## config.mk

```make
export PLATFORM = sky130hd
export DESIGN_NAME = reg_bus_sched
export DESIGN_NICKNAME = d
export VERILOG_FILES = /design/src/rtl/reg_bus_pkg.sv /design/src/rtl/rr_arbiter.sv /design/src/rtl/reg_bus_sched.sv
export SDC_FILE = /design/constraint.sdc
export NUM_CORES = 1
export LEC_CHECK = 0
export CAP_MARGIN = 25
export CORE_ASPECT_RATIO = 0.9
export CORE_MARGIN = 2
export CORE_UTILIZATION = 48
export CTS_CLUSTER_DIAMETER = 30
export DETAILED_ROUTE_END_ITERATION = 6
export PLACE_DENSITY = 0.79
export REMOVE_ABC_BUFFERS = 1
export SYNTH_ARGS = -nofsm -noshare
export SYNTH_HDL_FRONTEND = slang
export SYNTH_SLANG_ARGS = --single-unit
```

## constraint.sdc

```tcl
create_clock -name clock -period 2.55 [get_ports clock]
set_input_delay 0.51 -clock clock [delete_from_list [all_inputs] [get_ports clock]]
set_output_delay 0.51 -clock clock [all_outputs]
set_load 0.01 [all_outputs]
```

## src/rtl/reg_bus_pkg.sv

```systemverilog
// Shared state encoding and counter widths for the register-bus sequencer.
package reg_bus_pkg;

  typedef enum logic [2:0] {
    ST_IDLE  = 3'd0,
    ST_DRIVE = 3'd1,
    ST_LATCH = 3'd2,
    ST_DONE  = 3'd3,
    ST_ERR   = 3'd4
  } state_e;

  localparam int unsigned XFER_CNT_W = 16;
  localparam int unsigned ERR_CNT_W  = 8;

endpackage

```

## src/rtl/rr_arbiter.sv

```systemverilog
// Combinational round-robin arbiter: picks the first requester at or after 'pointer'.
module rr_arbiter #(
  parameter int unsigned NUM_REQ = 2,
  parameter int unsigned PTR_W   = (NUM_REQ > 1) ? $clog2(NUM_REQ) : 1
) (
  input  logic               en,
  input  logic [NUM_REQ-1:0] req,
  input  logic [PTR_W-1:0]   pointer,
  output logic [NUM_REQ-1:0] winner,
  output logic               valid
);

  always_comb begin
    logic [PTR_W-1:0] idx;
    winner = '0;
    valid  = 1'b0;
    idx    = '0;
    if (en) begin
      for (int unsigned i = 0; i < NUM_REQ; i++) begin
        idx = PTR_W'((32'(pointer) + i) % NUM_REQ);
        if (!valid && req[idx]) begin
          winner[idx] = 1'b1;
          valid       = 1'b1;
        end
      end
    end
  end

endmodule

```

## src/rtl/reg_bus_sched.sv

```systemverilog
// Move sequencer/arbiter for a shared-bus register bank; enables are registered one-hot.
// Optional REG_BUS_XFER_CNT_EN adds transfer and error counters.
module reg_bus_sched
  import reg_bus_pkg::*;
#(
  parameter int unsigned NUM_REGS = 8,
  parameter int unsigned NUM_REQ  = 2,
  parameter int unsigned IDX_W    = $clog2(NUM_REGS)
) (
  input  logic                     clock,
  input  logic                     reset_n,
  input  logic [NUM_REQ-1:0]       req,
  input  logic [NUM_REQ*IDX_W-1:0] req_src,
  input  logic [NUM_REQ*IDX_W-1:0] req_dst,
  output logic [NUM_REQ-1:0]       gnt,
  output logic [NUM_REQ-1:0]       done,
  output logic [NUM_REQ-1:0]       err,
  output logic [NUM_REGS-1:0]      out_en,
  output logic [NUM_REGS-1:0]      write_en,
`ifdef REG_BUS_XFER_CNT_EN
  output logic [XFER_CNT_W-1:0]    xfer_cnt,
  output logic [ERR_CNT_W-1:0]     err_cnt,
`endif
  output logic                     busy
);

  localparam int unsigned PTR_W = (NUM_REQ > 1) ? $clog2(NUM_REQ) : 1;

  state_e               state_q, state_d;
  logic [PTR_W-1:0]     ptr_q, ptr_d, win_q, win_d, win_idx, arb_ptr;
  logic [IDX_W-1:0]     src_q, src_d, dst_q, dst_d, sel_src, sel_dst;
  logic [NUM_REQ-1:0]   gnt_q, gnt_d, done_q, done_d, err_q, err_d, arb_win;
  logic [NUM_REGS-1:0]  out_en_q, out_en_d, write_en_q, write_en_d;
  logic                 arb_valid, legal;

  // Pointer holds the last winner; search starts one past it.
  assign arb_ptr = PTR_W'((32'(ptr_q) + 32'd1) % NUM_REQ);

  rr_arbiter #(
    .NUM_REQ(NUM_REQ),
    .PTR_W  (PTR_W)
  ) u_arb (
    .en     (state_q == ST_IDLE),
    .req    (req),
    .pointer(arb_ptr),
    .winner (arb_win),
    .valid  (arb_valid)
  );

  always_comb begin
    win_idx = '0;
    sel_src = '0;
    sel_dst = '0;
    for (int unsigned i = 0; i < NUM_REQ; i++) begin
      if (arb_win[i]) begin
        win_idx = PTR_W'(i);
        sel_src = req_src[i*IDX_W +: IDX_W];
        sel_dst = req_dst[i*IDX_W +: IDX_W];
      end
    end
    legal = (32'(sel_src) < NUM_REGS) && (32'(sel_dst) < NUM_REGS) && (sel_src != sel_dst);
  end

  always_comb begin
    state_d    = state_q;
    ptr_d      = ptr_q;
    win_d      = win_q;
    src_d      = src_q;
    dst_d      = dst_q;
    gnt_d      = '0;
    done_d     = '0;
    err_d      = '0;
    out_en_d   = '0;
    write_en_d = '0;
    unique case (state_q)
      ST_IDLE: begin
        if (arb_valid) begin
          ptr_d = win_idx;
          win_d = win_idx;
          src_d = sel_src;
          dst_d = sel_dst;
          if (legal) begin
            state_d  = ST_DRIVE;
            gnt_d    = arb_win;
            out_en_d = NUM_REGS'(1) << sel_src;
          end else begin
            state_d = ST_ERR;
            err_d   = arb_win;
          end
        end
      end
      ST_DRIVE: begin
        state_d    = ST_LATCH;
        out_en_d   = NUM_REGS'(1) << src_q;
        write_en_d = NUM_REGS'(1) << dst_q;
      end
      ST_LATCH: begin
        state_d = ST_DONE;
        done_d  = NUM_REQ'(1) << win_q;
      end
      ST_DONE: state_d = ST_IDLE;
      ST_ERR:  state_d = ST_IDLE;
      default: state_d = ST_IDLE;
    endcase
  end

  always_ff @(posedge clock or negedge reset_n) begin
    if (!reset_n) begin
      state_q    <= ST_IDLE;
      ptr_q      <= PTR_W'(NUM_REQ - 1);
      win_q      <= '0;
      src_q      <= '0;
      dst_q      <= '0;
      gnt_q      <= '0;
      done_q     <= '0;
      err_q      <= '0;
      out_en_q   <= '0;
      write_en_q <= '0;
    end else begin
      state_q    <= state_d;
      ptr_q      <= ptr_d;
      win_q      <= win_d;
      src_q      <= src_d;
      dst_q      <= dst_d;
      gnt_q      <= gnt_d;
      done_q     <= done_d;
      err_q      <= err_d;
      out_en_q   <= out_en_d;
      write_en_q <= write_en_d;
    end
  end

  assign gnt      = gnt_q;
  assign done     = done_q;
  assign err      = err_q;
  assign out_en   = out_en_q;
  assign write_en = write_en_q;
  assign busy     = (state_q != ST_IDLE);

`ifdef REG_BUS_XFER_CNT_EN
  logic [XFER_CNT_W-1:0] xfer_cnt_q, xfer_cnt_d;
  logic [ERR_CNT_W-1:0]  err_cnt_q, err_cnt_d;

  always_comb begin
    xfer_cnt_d = xfer_cnt_q;
    err_cnt_d  = err_cnt_q;
    if (state_q == ST_DONE) xfer_cnt_d = xfer_cnt_q + 1'b1;
    if (state_q == ST_ERR && err_cnt_q != '1) err_cnt_d = err_cnt_q + 1'b1;
  end

  always_ff @(posedge clock or negedge reset_n) begin
    if (!reset_n) begin
      xfer_cnt_q <= '0;
      err_cnt_q  <= '0;
    end else begin
      xfer_cnt_q <= xfer_cnt_d;
      err_cnt_q  <= err_cnt_d;
    end
  end

  assign xfer_cnt = xfer_cnt_q;
  assign err_cnt  = err_cnt_q;
`endif

endmodule

```

==> impl_results.md, run 1 <==
* Fmax at 417 MHz
* Syn. warnings at 0
* Largest net degree at the start of global routing at 34
* Max-slew headroom at 0.698
* Dpl cells at 249
* I/O pin cnt at 39
* Initial antenna violation count at 0
* Post-Synth XOR/XNOR Area at 0.00576
* Worst slew pin tran at 451 ps
* PortBufs at 38
* Clock tree sinks at 33
* Adder-cell area share of the yosys netlist at 0
* Final HPWL DP at 3.09 mm
* Synth Area in Compound Gates at 0.158
* Area Growth Syn to Fin at 38.7%
* GRT overflow at 0
* Cts bufs inserted at 5
* Std-Cell Core Area at 0.00304 sq mm
* Final Max Tran Viols at 0
* FF-to-FF setup slack at 150 ps
* Routed len/inst at 15.3 um
* Post-route ant nets at 0
* P_leak at 0.000925 uW
* Clock transition at the registers of the reported paths at 100 ps
* Tcrit/Tclk final at 0.940
* Initial Util at 0.500
* DIE WIDTH at 63.3 um
* Crit Path Class: register to register
* H-tree depth at 2
* Number of DRC markers in iteration 0 at 84
* CP Data Required Time at 2780 ps
* Main combinational cell family by area after synthesis: simple AND/OR/NAND/NOR gates
* Gpl congestion at 0.883
* Crit end category: register
* Hold_buf cts at 0
* Vias in the first global route at 1429
* Status: finished, final reports clean
* Vias at 1416
* Syn avg cell area at 9.69 sq um
* Final Core Density at 0.693
* CTS Root Cell: clkbuf_4
* First-pass GRT wire length at 6.64 mm
* Min Clock Period, post-route at 2400 ps
* Worst vdd ir at 0.493 mV
* Height of the chip at 57.4 um
* Post-route setup TNS at 0 ps
* Post-synthesis mux area share at 0
* Nets@finish at 230
* DRC at 0
* Std cell rows at 19
* Hold Crit Class: register to register
* Post-synthesis simple-gate area fraction at 0.267
* Post-Syn Instances at 157
* 1st-pass router iterations at 4
* Startpoint type of the worst setup path: register
* Post-Layout Cell Count at 257
* Critical Path AT at 2620 ps
* DR vias/cell at 5.51
* GRT Util Overall at 0.242
* Endpoints failing hold at 0
* Min Hold Slack at 472 ps
* Ant diodes at 0
* CTS tree: done
* Later-pin clock latency in the skew report at 340 ps
* Pwr dens at 972 mW/mm^2
* Sequential cell area fraction in the yosys report at 0.544
* MaxCap Viol Count at 0
* Resize count post-CTS at 0
* Clock tree buffer depth at 2
* Synth Cell Area at 0.00152 sq mm
* Die area at 0.00364 sq mm
* Post-CTS Repair Setup Buffers at 0
* Finish-stage setup viols at 0
* Crit path max fanout at 11
* Final WL at 3.94 mm
* Fraction of layout cells with a size suffix above 1 at 0.144
* Synth cell types at 40
* Final Skew at 4.03 ps
* #FFs+latches synth at 33
* RSZ-0062 raised after global routing: no
==> power breakdown <==
part,switching (uW),internal (uW)
Combinational,494,446
Clock,186,104
Sequential,141,681
Total,820,1230
==> stage by stage <==
| step | instance area, sq um | power (uW) | setup slack [ps] |
|---|---|---|---|
| after floorplan | 1500 | 1290 | 237 |
| after global placement | 2050 | 1720 | 54.9 |
| after detailed placement | 2050 | 1760 | -40.7 |
| after CTS | 2110 | 2050 | 162 |
| after global routing | 2110 | 2200 | 43.6 |
| final | 2110 | 2050 | 154 |
==> cell usage after synthesis, drive strengths merged <==
| library cell | instances | area share |
|---|---|---|
| and3 | 2 | 0.0082 |
| nand2 | 26 | 0.064 |
| o221ai | 1 | 0.0058 |
| buf | 2 | 0.0082 |
| nor2b | 6 | 0.025 |
| a22o | 1 | 0.0058 |
| nor3b | 1 | 0.0049 |
| dfstp | 1 | 0.017 |
| or2 | 1 | 0.0041 |
| inv | 5 | 0.012 |
| a41oi | 1 | 0.0058 |
| a221o | 2 | 0.013 |
| nand3 | 9 | 0.030 |
| clkbuf | 2 | 0.0049 |
| nand4 | 2 | 0.0082 |
| a21oi | 2 | 0.0066 |
| o31a | 1 | 0.0058 |
| o21ai | 7 | 0.023 |
| nand2b | 7 | 0.029 |
| and3b | 1 | 0.0058 |
| a21boi | 1 | 0.0074 |
| a31oi | 3 | 0.012 |
| nor2 | 15 | 0.037 |
| nor4 | 2 | 0.0082 |
| o22ai | 2 | 0.0082 |
| or3b | 1 | 0.0058 |
| a22oi | 2 | 0.0099 |
| o22a | 2 | 0.012 |
| dfrtp | 32 | 0.53 |
| o31ai | 4 | 0.020 |
| and2 | 1 | 0.0041 |
| nor3 | 7 | 0.034 |
| a311oi | 3 | 0.017 |
| xnor2 | 1 | 0.0058 |
| o2bb2ai | 1 | 0.0058 |
==> cells in the final DEF (no fill, tap or decap), types with 3 or more instances in the layout <==
master           instances
o31ai_1                  4
a311oi_1                 3
buf_4                   16
clkbuf_4                 5
a31oi_1                  3
nand2b_1                 7
nor3_1                   5
dfrtp_1                 32
nor2b_1                  6
o21ai_1                  6
inv_1                    4
nand3_1                  9
clkdlybuf4s50_1         38
nor2_1                  15
nand2_1                 26
==> metal layers <==
metal  up-vias  GRT usage  wire, um
li1        676          -         -
met1       677      0.292      1640
met2        55      0.418      1980
met3         8     0.0611       249
met4         0     0.0963        69
met5         -          0         0
==> path summary, 6_finish.rpt <==
check,start,cells after the start,to
setup / recovery,state_q[2],8,out_en[4]
hold / removal,win_q,1,done[0]
setup reg to reg,state_q[2],8,out_en[4]
hold reg to reg,win_q,1,done[0]
max in group asynchronous,reset_n,2,ptr_q
min in group asynchronous,reset_n,2,out_en[6]
==> sequential cells by signal, summed over array words and instances, names as in the netlist <==
name      count
out_en        8
write_en      8
dst_q         3
src_q         3
state_q       3
done          2
err           2
gnt           2
ptr_q         1
win_q         1
==> area by class of cell <==
cell class / count / area, sq um
clock buffers: 5 / 37.5
well taps: 42 / 52.6
fillers: 248 / 933
inverters: 5 / 18.8
repair buffers: 54 / 500
flip-flops and latches: 33 / 827
clock inverters: 3 / 17.5
multi-input cells: 115 / 656
==> cells by family after synthesis <==
logic type,after synthesis
XOR/XNOR,1
AO/OA/AOI/OAI,33
AND/OR/NAND/NOR,81
flip-flops,33
buffers and inverters,9
==> critical path: stages, from the launching register on <==
cell and delay (ps):
dfrtp_1 440, nor3_4 440, inv_2 100, nor3_1 270
o22ai_1 150, o31a_1 350, nor3_2 230, buf_4 200
o31ai_1 90
(Power assumes the default switching activity.)
==> inputs of run 2 (changes only) <==
Settings changed: CORE_UTILIZATION 48 to 51, PLACE_DENSITY 0.79 to 0.83.
Clock period 2.55 ns to 3 ns, I/O delays scaled along.
==> run 2 against run 1 <==
Effect of this change:
- first-iteration DRC count decreased by 18%
- global-route usage increased by 0.78 points
- critical path depth decreased by 1
- die area decreased by 5.5%
- non-clock buffer count decreased by 12
- sequential share of layout area increased by 1.2 points
- utilization increased by 4.0 points
- largest cell class unchanged
- clock power increased by 20%
- cell count decreased by 5.4%
- setup slack improved by 150 ps
==> impl_results.md, run 2 (same netlist as run 1, synthesis figures left out) <==
* Status: finished, final reports clean
* Largest net degree at the start of global routing at 34
* GRT overflow at 0
* Final Skew at 11.2 ps
* Post-route ant nets at 0
* Finish-stage setup viols at 0
* Commonest non-fill, non-tap cells in the layout: clkdlybuf4s50_1 (38), dfrtp_1 (32), nand2_1 (26)
* I/O pin cnt at 39
* Fill cells at 228
* Post-route setup TNS at 0 ps
* Number of DRC markers in iteration 0 at 69
* Vias at 1426
* Clock tree sinks at 33
* Nets@finish at 218
* Endpoints failing hold at 0
* Die area at 0.00344 sq mm
* MaxCap Viol Count at 0
* RSZ-0062 raised after global routing: no
* Critical Path AT at 2940 ps
* Worst vdd ir at 0.489 mV
* Fraction of layout cells with a size suffix above 1 at 0.0887
* Crit end category: register
* Cts bufs inserted at 5
* Clock tree buffer depth at 2
* Ant diodes at 0
* First-pass GRT wire length at 6.27 mm
* Final Max Tran Viols at 0
* Leading cell type in the layout, fill and taps excluded: clkdlybuf4s50_1
* CTS tree: done
* Initial Util at 0.545
* Dpl ws at 34.3 ps
* Routed len/inst at 15.8 um
* Crit path max fanout at 11
* DRC at 0
* DR vias/cell at 5.87
* Hold_buf cts at 0
* Area Growth Syn to Fin at 34.5%
* Min Clock Period, post-route at 2700 ps
* CP Data Required Time at 3240 ps
* Height of the chip at 55.8 um
* Final WL at 3.83 mm
* 1st-pass router iterations at 4
* P_leak at 0.000882 uW
* Gpl congestion at 0.941
* Resize count post-CTS at 0
* Fmax at 370 MHz
* Clock transition at the registers of the reported paths at 100 ps
* PortBufs at 38
* Later-pin clock latency in the skew report at 340 ps
* DIE WIDTH at 61.6 um
* Std-Cell Core Area at 0.00279 sq mm
* Max-slew headroom at 0.644
* Final Core Density at 0.733
* Final HPWL DP at 2.84 mm
* Hold Crit Class: register to register
* GRT Util Overall at 0.250
* Std cell rows at 18
* Worst slew pin tran at 534 ps
* Post-CTS Repair Setup Buffers at 0
* Startpoint type of the worst setup path: input pin
* Crit Path Class: input pin to register
* Final Worst Setup Slack at 299 ps
* CTS Root Cell: clkbuf_4
* Vias in the first global route at 1302
* Initial antenna violation count at 0
* Tcrit/Tclk final at 0.900
* H-tree depth at 2
* Pwr dens at 877 mW/mm^2
[run 2: worst paths after layout]
| path | startpoint | depth (start not counted) | to | slack (ps) |
|---|---|---|---|---|
| min in group asynchronous | reset_n | 2 | out_en[3] | 650 |
| worst max register to register | state_q[2] | 8 | out_en[1] | 540 |
| max in group asynchronous | reset_n | 2 | ptr_q | 2030 |
| worst max-delay path | req[0] | 7 | out_en[1] | 300 |
| worst min register to register | win_q | 1 | done[0] | 480 |
| worst min-delay path | win_q | 1 | done[0] | 480 |
[run 2: worst max-delay path, stage by stage]
cell and delay, ps:
clkdlybuf4s50_1 690, a21boi_2 200, and2_1 300, a22oi_1 460
nor2b_1 320, nand2b_1 130, o21ai_1 230
[run 2: routing by layer]
metal	vias up	routed length, um	GRT usage	share of wire
met5	-	0	0	0
met4	0	152	0.128	0.040
met3	18	331	0.0767	0.086
met2	86	1760	0.362	0.46
met1	671	1580	0.330	0.41
li1	651	-	-	-
[run 2: area by class of cell]
type	count	area (sq um)	area share
flip-flops and latches	33	827	0.404
multi-input cells	115	656	0.320
repair buffers	42	410	0.200
clock buffers	7	55.1	0.0269
well taps	40	50.0	0.0244
clock inverters	1	30.0	0.0147
inverters	5	18.8	0.00917
[run 2: through the flow]
| step | hold WS [ps] | total power, uW | cell area [sq um] | instances |
|---|---|---|---|---|
| 2_1_floorplan | 304 | 1100 | 1500 | 153 |
| 3_3_place_gp | 441 | 1420 | 1960 | 235 |
| 3_5_place_dp | 460 | 1430 | 1960 | 235 |
| 4_1_cts | 481 | 1790 | 2050 | 243 |
| 5_1_grt | 500 | 1910 | 2050 | 243 |
| 6_report | 482 | 1800 | 2050 | 243 |
[run 2: report_power, final]
part           internal, uW  switching, uW  total [uW]
Sequential              579            120         699
Combinational           333            415         749
Clock                   199            150         348
Total                  1110            685        1800
